### src/rtl/vga_capture_pkg.sv
// rtl/vga_capture_pkg.sv - shared VGA 800x600@60 timing defaults and capture FSM states
// Purpose: timing defaults reused by the display timing side, capture window
//          defaults and the capture state encoding.
// Ports:   none (package).
package vga_capture_pkg;

  // 40 MHz pixel clock, 1056 x 628 total, counted from the sync rising edges
  localparam int VGA_H_TOTAL = 1056;
  localparam int VGA_H_BACK  = 88;
  localparam int VGA_V_TOTAL = 628;
  localparam int VGA_V_BACK  = 23;

  localparam int CAP_X_SIZE  = 128;
  localparam int CAP_Y_SIZE  = 96;

  typedef enum logic [1:0] {
    IDLE    = 2'd0,
    ARMED   = 2'd1,
    CAPTURE = 2'd2,
    DONE    = 2'd3
  } cap_state_t;

endpackage

### src/rtl/vga_sync_check.sv
// rtl/vga_sync_check.sv - input registers, sync edge detect, line/frame counters and lock check
// Purpose: registers the video pins once, finds HSYNC/VSYNC rising edges,
//          counts clocks per line and lines per frame, flags length mismatches.
// Ports:   clk, rst      - pixel clock, synchronous active-high reset
//          hsync, vsync  - raw active-low syncs
//          data_in       - raw pixel bus
//          s_data        - registered pixel bus
//          v_rise        - VSYNC rising edge seen this cycle
//          h_pos, v_pos  - column/line of the pixel currently in s_data
//          chk_err       - mismatch detected this cycle (combinational)
//          err           - registered 1-clk mismatch pulse
//          locked        - timing matches the parameters
module vga_sync_check
  import vga_capture_pkg::*;
#(
  parameter int H_TOTAL = VGA_H_TOTAL,
  parameter int V_TOTAL = VGA_V_TOTAL
) (
  input  logic        clk,
  input  logic        rst,
  input  logic        hsync,
  input  logic        vsync,
  input  logic [7:0]  data_in,
  output logic [7:0]  s_data,
  output logic        v_rise,
  output logic [15:0] h_pos,
  output logic [15:0] v_pos,
  output logic        chk_err,
  output logic        err,
  output logic        locked
);

  localparam logic [15:0] H_LAST = 16'(H_TOTAL - 1);
  localparam logic [15:0] V_LAST = 16'(V_TOTAL - 1);

  logic        s_hsync, s_vsync, hs_d, vs_d;
  logic        h_rise;
  logic        h_ref, v_ref, err_seen;
  logic        line_err, frame_err;
  logic [15:0] h_cnt, v_cnt;

  assign h_rise = s_hsync & ~hs_d;
  assign v_rise = s_vsync & ~vs_d;

  // h_pos/v_pos are the counter values being loaded this cycle, so they line
  // up with the pixel in s_data (the rise cycle carries column 0).
  assign h_pos = h_rise ? 16'd0 : ((h_cnt == 16'hFFFF) ? h_cnt : h_cnt + 16'd1);
  assign v_pos = v_rise ? 16'd0 : (h_rise ? v_cnt + 16'd1 : v_cnt);

  // No reference edge yet after reset: the first line/frame is not judged.
  assign line_err  = h_rise & h_ref & (h_cnt != H_LAST);
  assign frame_err = v_rise & v_ref & (v_cnt != V_LAST);
  assign chk_err   = line_err | frame_err;

  always_ff @(posedge clk) begin
    if (rst) begin
      // Syncs idle high; resetting them high avoids a false rise after reset.
      s_hsync  <= 1'b1;
      s_vsync  <= 1'b1;
      hs_d     <= 1'b1;
      vs_d     <= 1'b1;
      s_data   <= 8'd0;
      h_cnt    <= 16'd0;
      v_cnt    <= 16'd0;
      h_ref    <= 1'b0;
      v_ref    <= 1'b0;
      err_seen <= 1'b0;
      err      <= 1'b0;
      locked   <= 1'b0;
    end else begin
      s_hsync <= hsync;
      s_vsync <= vsync;
      hs_d    <= s_hsync;
      vs_d    <= s_vsync;
      s_data  <= data_in;
      h_cnt   <= h_pos;
      v_cnt   <= v_pos;
      h_ref   <= h_ref | h_rise;
      v_ref   <= v_ref | v_rise;
      err     <= chk_err;

      if (v_rise)
        err_seen <= 1'b0;
      else if (line_err)
        err_seen <= 1'b1;

      // Lock only when a whole frame, bounded by two VSYNC rises, was clean.
      if (chk_err)
        locked <= 1'b0;
      else if (v_rise && v_ref && !err_seen)
        locked <= 1'b1;
    end
  end

endmodule

### src/rtl/vga_capture.sv
// rtl/vga_capture.sv - VGA receive side: lock to timing and capture a top-left window to RAM
// Purpose: writes the X_SIZE x Y_SIZE top-left window of each enabled frame
//          into a 16-bit-address pixel RAM port.
// Ports:   clk_40m, rst          - pixel clock, synchronous active-high reset
//          hsync, vsync, data_in - video input pins
//          cap_en                - capture enable, sampled at the VSYNC rise
//          wr_en, wr_addr, wr_data - frame-buffer write port
//          frame_done            - 1-clk pulse after the last window pixel
//          locked, err           - timing lock status and mismatch pulse
module vga_capture
  import vga_capture_pkg::*;
#(
  parameter int H_TOTAL = VGA_H_TOTAL,
  parameter int H_BACK  = VGA_H_BACK,
  parameter int V_TOTAL = VGA_V_TOTAL,
  parameter int V_BACK  = VGA_V_BACK,
  parameter int X_SIZE  = CAP_X_SIZE,
  parameter int Y_SIZE  = CAP_Y_SIZE
) (
  input  logic        clk_40m,
  input  logic        rst,
  input  logic        hsync,
  input  logic        vsync,
  input  logic [7:0]  data_in,
  input  logic        cap_en,
  output logic        wr_en,
  output logic [15:0] wr_addr,
  output logic [7:0]  wr_data,
  output logic        frame_done,
  output logic        locked,
  output logic        err
);

  localparam logic [15:0] HB = 16'(H_BACK);
  localparam logic [15:0] VB = 16'(V_BACK);
  localparam logic [15:0] XS = 16'(X_SIZE);
  localparam logic [15:0] YS = 16'(Y_SIZE);
  localparam int          XB = $clog2(X_SIZE);

  logic [7:0]  s_data;
  logic        v_rise, chk_err;
  logic [15:0] h_pos, v_pos;
  logic [15:0] x, y, addr;
  logic        in_win, last_pix, wr_last;
  cap_state_t  state, state_nxt;

  vga_sync_check #(
    .H_TOTAL (H_TOTAL),
    .V_TOTAL (V_TOTAL)
  ) u_sync (
    .clk     (clk_40m),
    .rst     (rst),
    .hsync   (hsync),
    .vsync   (vsync),
    .data_in (data_in),
    .s_data  (s_data),
    .v_rise  (v_rise),
    .h_pos   (h_pos),
    .v_pos   (v_pos),
    .chk_err (chk_err),
    .err     (err),
    .locked  (locked)
  );

  assign x        = h_pos - HB;
  assign y        = v_pos - VB;
  assign addr     = (y << XB) + x;
  assign in_win   = (state == CAPTURE) && !chk_err &&
                    (h_pos >= HB) && (h_pos < HB + XS) &&
                    (v_pos >= VB) && (v_pos < VB + YS);
  assign last_pix = (x == XS - 16'd1) && (y == YS - 16'd1);

  always_ff @(posedge clk_40m) begin
    if (rst)
      state <= IDLE;
    else
      state <= state_nxt;
  end

  always_comb begin
    state_nxt = state;
    case (state)
      // A mismatch at the same VSYNC rise must not arm this frame.
      IDLE:    if (v_rise && locked && cap_en && !chk_err) state_nxt = ARMED;
      ARMED:   if (chk_err) state_nxt = IDLE;
               else if (v_pos == VB) state_nxt = CAPTURE;
      CAPTURE: if (chk_err) state_nxt = IDLE;
               else if (wr_last) state_nxt = DONE;
      DONE:    state_nxt = IDLE;
      default: state_nxt = IDLE;
    endcase
  end

  assign frame_done = (state == DONE);

  // Output register: write port changes as a unit and is zero when idle.
  always_ff @(posedge clk_40m) begin
    if (rst) begin
      wr_en   <= 1'b0;
      wr_addr <= 16'd0;
      wr_data <= 8'd0;
      wr_last <= 1'b0;
    end else begin
      wr_en   <= in_win;
      wr_addr <= in_win ? addr : 16'd0;
      wr_data <= in_win ? s_data : 8'd0;
      wr_last <= in_win && last_pix;
    end
  end

endmodule

### config.mk
export PLATFORM = sky130hd
export DESIGN_NAME = vga_capture
export DESIGN_NICKNAME = d
export VERILOG_FILES = /design/src/rtl/vga_capture_pkg.sv /design/src/rtl/vga_sync_check.sv /design/src/rtl/vga_capture.sv
export SDC_FILE = /design/constraint.sdc
export NUM_CORES = 1
export LEC_CHECK = 0
export CELL_PAD_IN_SITES_DETAIL_PLACEMENT = 0
export CELL_PAD_IN_SITES_GLOBAL_PLACEMENT = 1
export CORE_ASPECT_RATIO = 1.75
export CORE_MARGIN = 2
export CORE_UTILIZATION = 30
export CTS_BUF_LIST = sky130_fd_sc_hd__clkbuf_8
export DETAILED_ROUTE_END_ITERATION = 8
export PLACE_DENSITY_LB_ADDON = 0.1
export SLEW_MARGIN = 20
export SYNTH_ARGS = -nofsm -noshare
export SYNTH_HDL_FRONTEND = slang
export SYNTH_SLANG_ARGS = --single-unit
### constraint.sdc
create_clock -name clk_40m -period 5.1 [get_ports clk_40m]
set_input_delay 1.02 -clock clk_40m [delete_from_list [all_inputs] [get_ports clk_40m]]
set_output_delay 1.02 -clock clk_40m [all_outputs]
set_load 0.1 [all_outputs]
==> flow_metrics.tcl <==
set metrics [dict create \
    status "finished clean" \
    startpoint_type "register" \
    synth_fa_ha_area_frac 0.04220 \
    power_density_nw_per_um2 222.5 \
    yosys-top-cells-count "dfxtp_1, nor2_1, nand2_1" \
    cts_buffers 9 \
    finalCritPeriodShare 0.8894 \
    root_buffer "clkbuf_8" \
    synth_compound_area_frac 0.1477 \
    syn_to_final_growth_pct 17.54 \
    clkSinkCount 77 \
    crit_path_end_kind "register" \
    clockBufferDepth 2 \
    cts_max_level 3 \
    tightest_slew_ps 1018 \
    io_pins 41 \
    track_usage 0.1762 \
    seq_area_frac_synth 0.3561 \
    layout-drive-gt1-share 0.07857 \
    post_cts_buffers 0 \
    worstSkewPairLatency_ps 370 \
    ant_nets 0 \
    drt_iter0_markers 171 \
    ys_types 68 \
    rsz0062_at_grt "no" \
    critPathKind "register to register" \
    viasPerCell 5.318 \
    critPathArrivalTime_ps 4810 \
    first_global_vias 3793 \
    async_reset_ff_frac 0 \
    synth_edf_count 0 \
    peakVddDrop_uv 103.1 \
    core_um2 14220 \
    grt_pass1_wl_um 20490 \
    drv_slew 0 \
    cp_max_fo 9 \
    synth-main-ff-cell "dfxtp_1" \
    die_area_um2 15440 \
    synth.largest_area_cell "dfxtp_1" \
    fill_cells 1568 \
    synthTopCellsByArea "dfxtp_1, xnor2_1, nor2_1, ha_1, nor2b_1" \
    p_leak_nw 1.905 \
    synthMuxAreaShare 0.01185 \
    cts_hold_buf 0 \
    gr-total-overflow 0 \
    worstPathRequired_ps 5370 \
    rows 58 \
    finalCriticalPeriod_ps 4536 \
    ys_seq_elements 77 \
    tns_ps 0 \
    finalHoldViolations 0 \
    start_util 0.3044 \
    fin_util 0.3578 \
    slew-limit-headroom 0.3171 \
    fin_total_pwr_mw 1.132 \
    antenna_found_initial 0 \
    place_ws_ps 416.2 \
    dp_cells 722 \
    drt-total-wl_um 13020 \
    wl_per_cell_um 17.60 \
    synthCells 520 \
    yosys_warnings 0 \
    diodes 0 \
    place_hpwl_um 10030 \
    syn-num-nets 547 \
    nets 582 \
    synth-simple-area-share 0.3228 \
    num_vias 3935 \
    cts_tree "built" \
    fp.dieW_um 94.81 \
    synth.top_cell.area_share 0.3561 \
    io_buffers 40 \
    ctsResizeCount 0 \
    synth_xor_area_frac 0.07890 \
    finalClockSkew_ps 10.70 \
    hold_class "register to register" \
    synth_top_family_by_area "simple AND/OR/NAND/NOR gates" \
    drc 0 \
    routabilityCongestion 0.8194 \
    worst_slack_ps 563.9 \
    synth_most_common_cell "dfxtp_1" \
    grt_max_degree 43 \
    syn_area_per_cell_um2 8.325 \
    finalSetupViolCount 0 \
    instances_no_fill 740 \
    cap_violations 0 \
    synthesis.area_um2 4329 \
    dr.pass1.iters 5 \
    max_freq_ghz 0.2205 \
    die_h_um 162.9 \
    cts.clk_slew.worst_paths_ps 100 \
]
-- power by group --
group / total [mW] / switching, mW / leakage (nW) / internal (mW)
registers: 0.616 / 0.00742 / 0.624 / 0.609
clock network: 0.458 / 0.271 / 0.0892 / 0.187
logic: 0.0581 / 0.0324 / 1.19 / 0.0256
-- worst max-delay path: stages (launching register included) --
cell	delay [ps]
dfxtp_1	500
ha_1	330
nand4_1	340
nor4_4	370
o21ai_1	240
nor2_1	200
ha_1	280
o31ai_4	140
xnor2_1	260
ha_1	200
inv_1	50
fa_1	380
nor2b_1	160
o21ai_0	100
nand2b_1	110
a21oi_1	70
o21bai_1	200
a31oi_1	140
xnor2_1	190
xnor2_1	140
nor2_1	50
-- cell families after synthesis --
group	Yosys count
compound gates	89
xor+xnor	39
buf+inv	41
mux	5
fa+ha+maj	14
simple gates	255
flops	77
-- registers in the layout, summed over array words and instances, names as in the netlist, 2 cells and up --
register	cells
state	2
u_sync.h_cnt	16
u_sync.s_data	8
u_sync.v_cnt	16
wr_addr	16
wr_data	8
-- per-stage QoR --
step	hold slack [ps]	cell area [um^2]
after global routing	444.1	5089
after floorplan	405.7	4329
final	425.0	5089
after global placement	407.4	4888
after CTS	427.8	5074
after detailed placement	412.9	4888
-- cell usage in the layout, fill, tap and decap left out, types with 4 or more instances in the layout --
master            n
nand4b_1          4
mux2i_1           4
and4_1            7
and2_1           15
o211ai_1          7
nor3_1           28
a21o_1            5
clkdlybuf4s50_1  40
nor2_1           57
buf_4             8
a31oi_1           8
inv_1            16
inv_6             4
nand4_1          14
nor4_1            8
clkbuf_8          9
xor2_1           14
nand2b_1          7
or2_2             6
a21oi_1          21
o21ai_0          12
nand2_1          35
dfxtp_1          77
nor4b_1           4
and3_1           10
xnor2_1          25
ha_1             13
nand3b_1          6
nand3_1          17
nor2b_1          23
-- layout make-up --
cell class / count / area (um^2) / share of cell area
clock buffers: 9 / 123.9 / 0.02434
clock inverters: 7 / 61.31 / 0.01205
inverters: 17 / 63.81 / 0.01254
multi-input cells: 402 / 2613 / 0.5134
flip-flops and latches: 77 / 1541 / 0.3029
well taps: 180 / 225.2 / 0.04426
repair buffers: 48 / 460.4 / 0.09048
-- path summary, 6_finish.rpt --
path	from	end	slack, ps	cells past startpoint
max	u_sync.h_cnt[0]	wr_addr[15]	560	20
min	u_sync.s_data[1]	wr_data[1]	420	1
max reg2reg	u_sync.h_cnt[0]	wr_addr[15]	560	20
min reg2reg	u_sync.s_data[1]	wr_data[1]	420	1
-- routing by layer --
metal  wire [um]  up-vias  GRT usage
met5           0        -          0
met4         428        0    0.07181
met3         405       24    0.03054
met2        7303      103     0.3395
met1        4886     1875     0.1813
li1            -     1933          -
(Power assumes the default switching activity.)
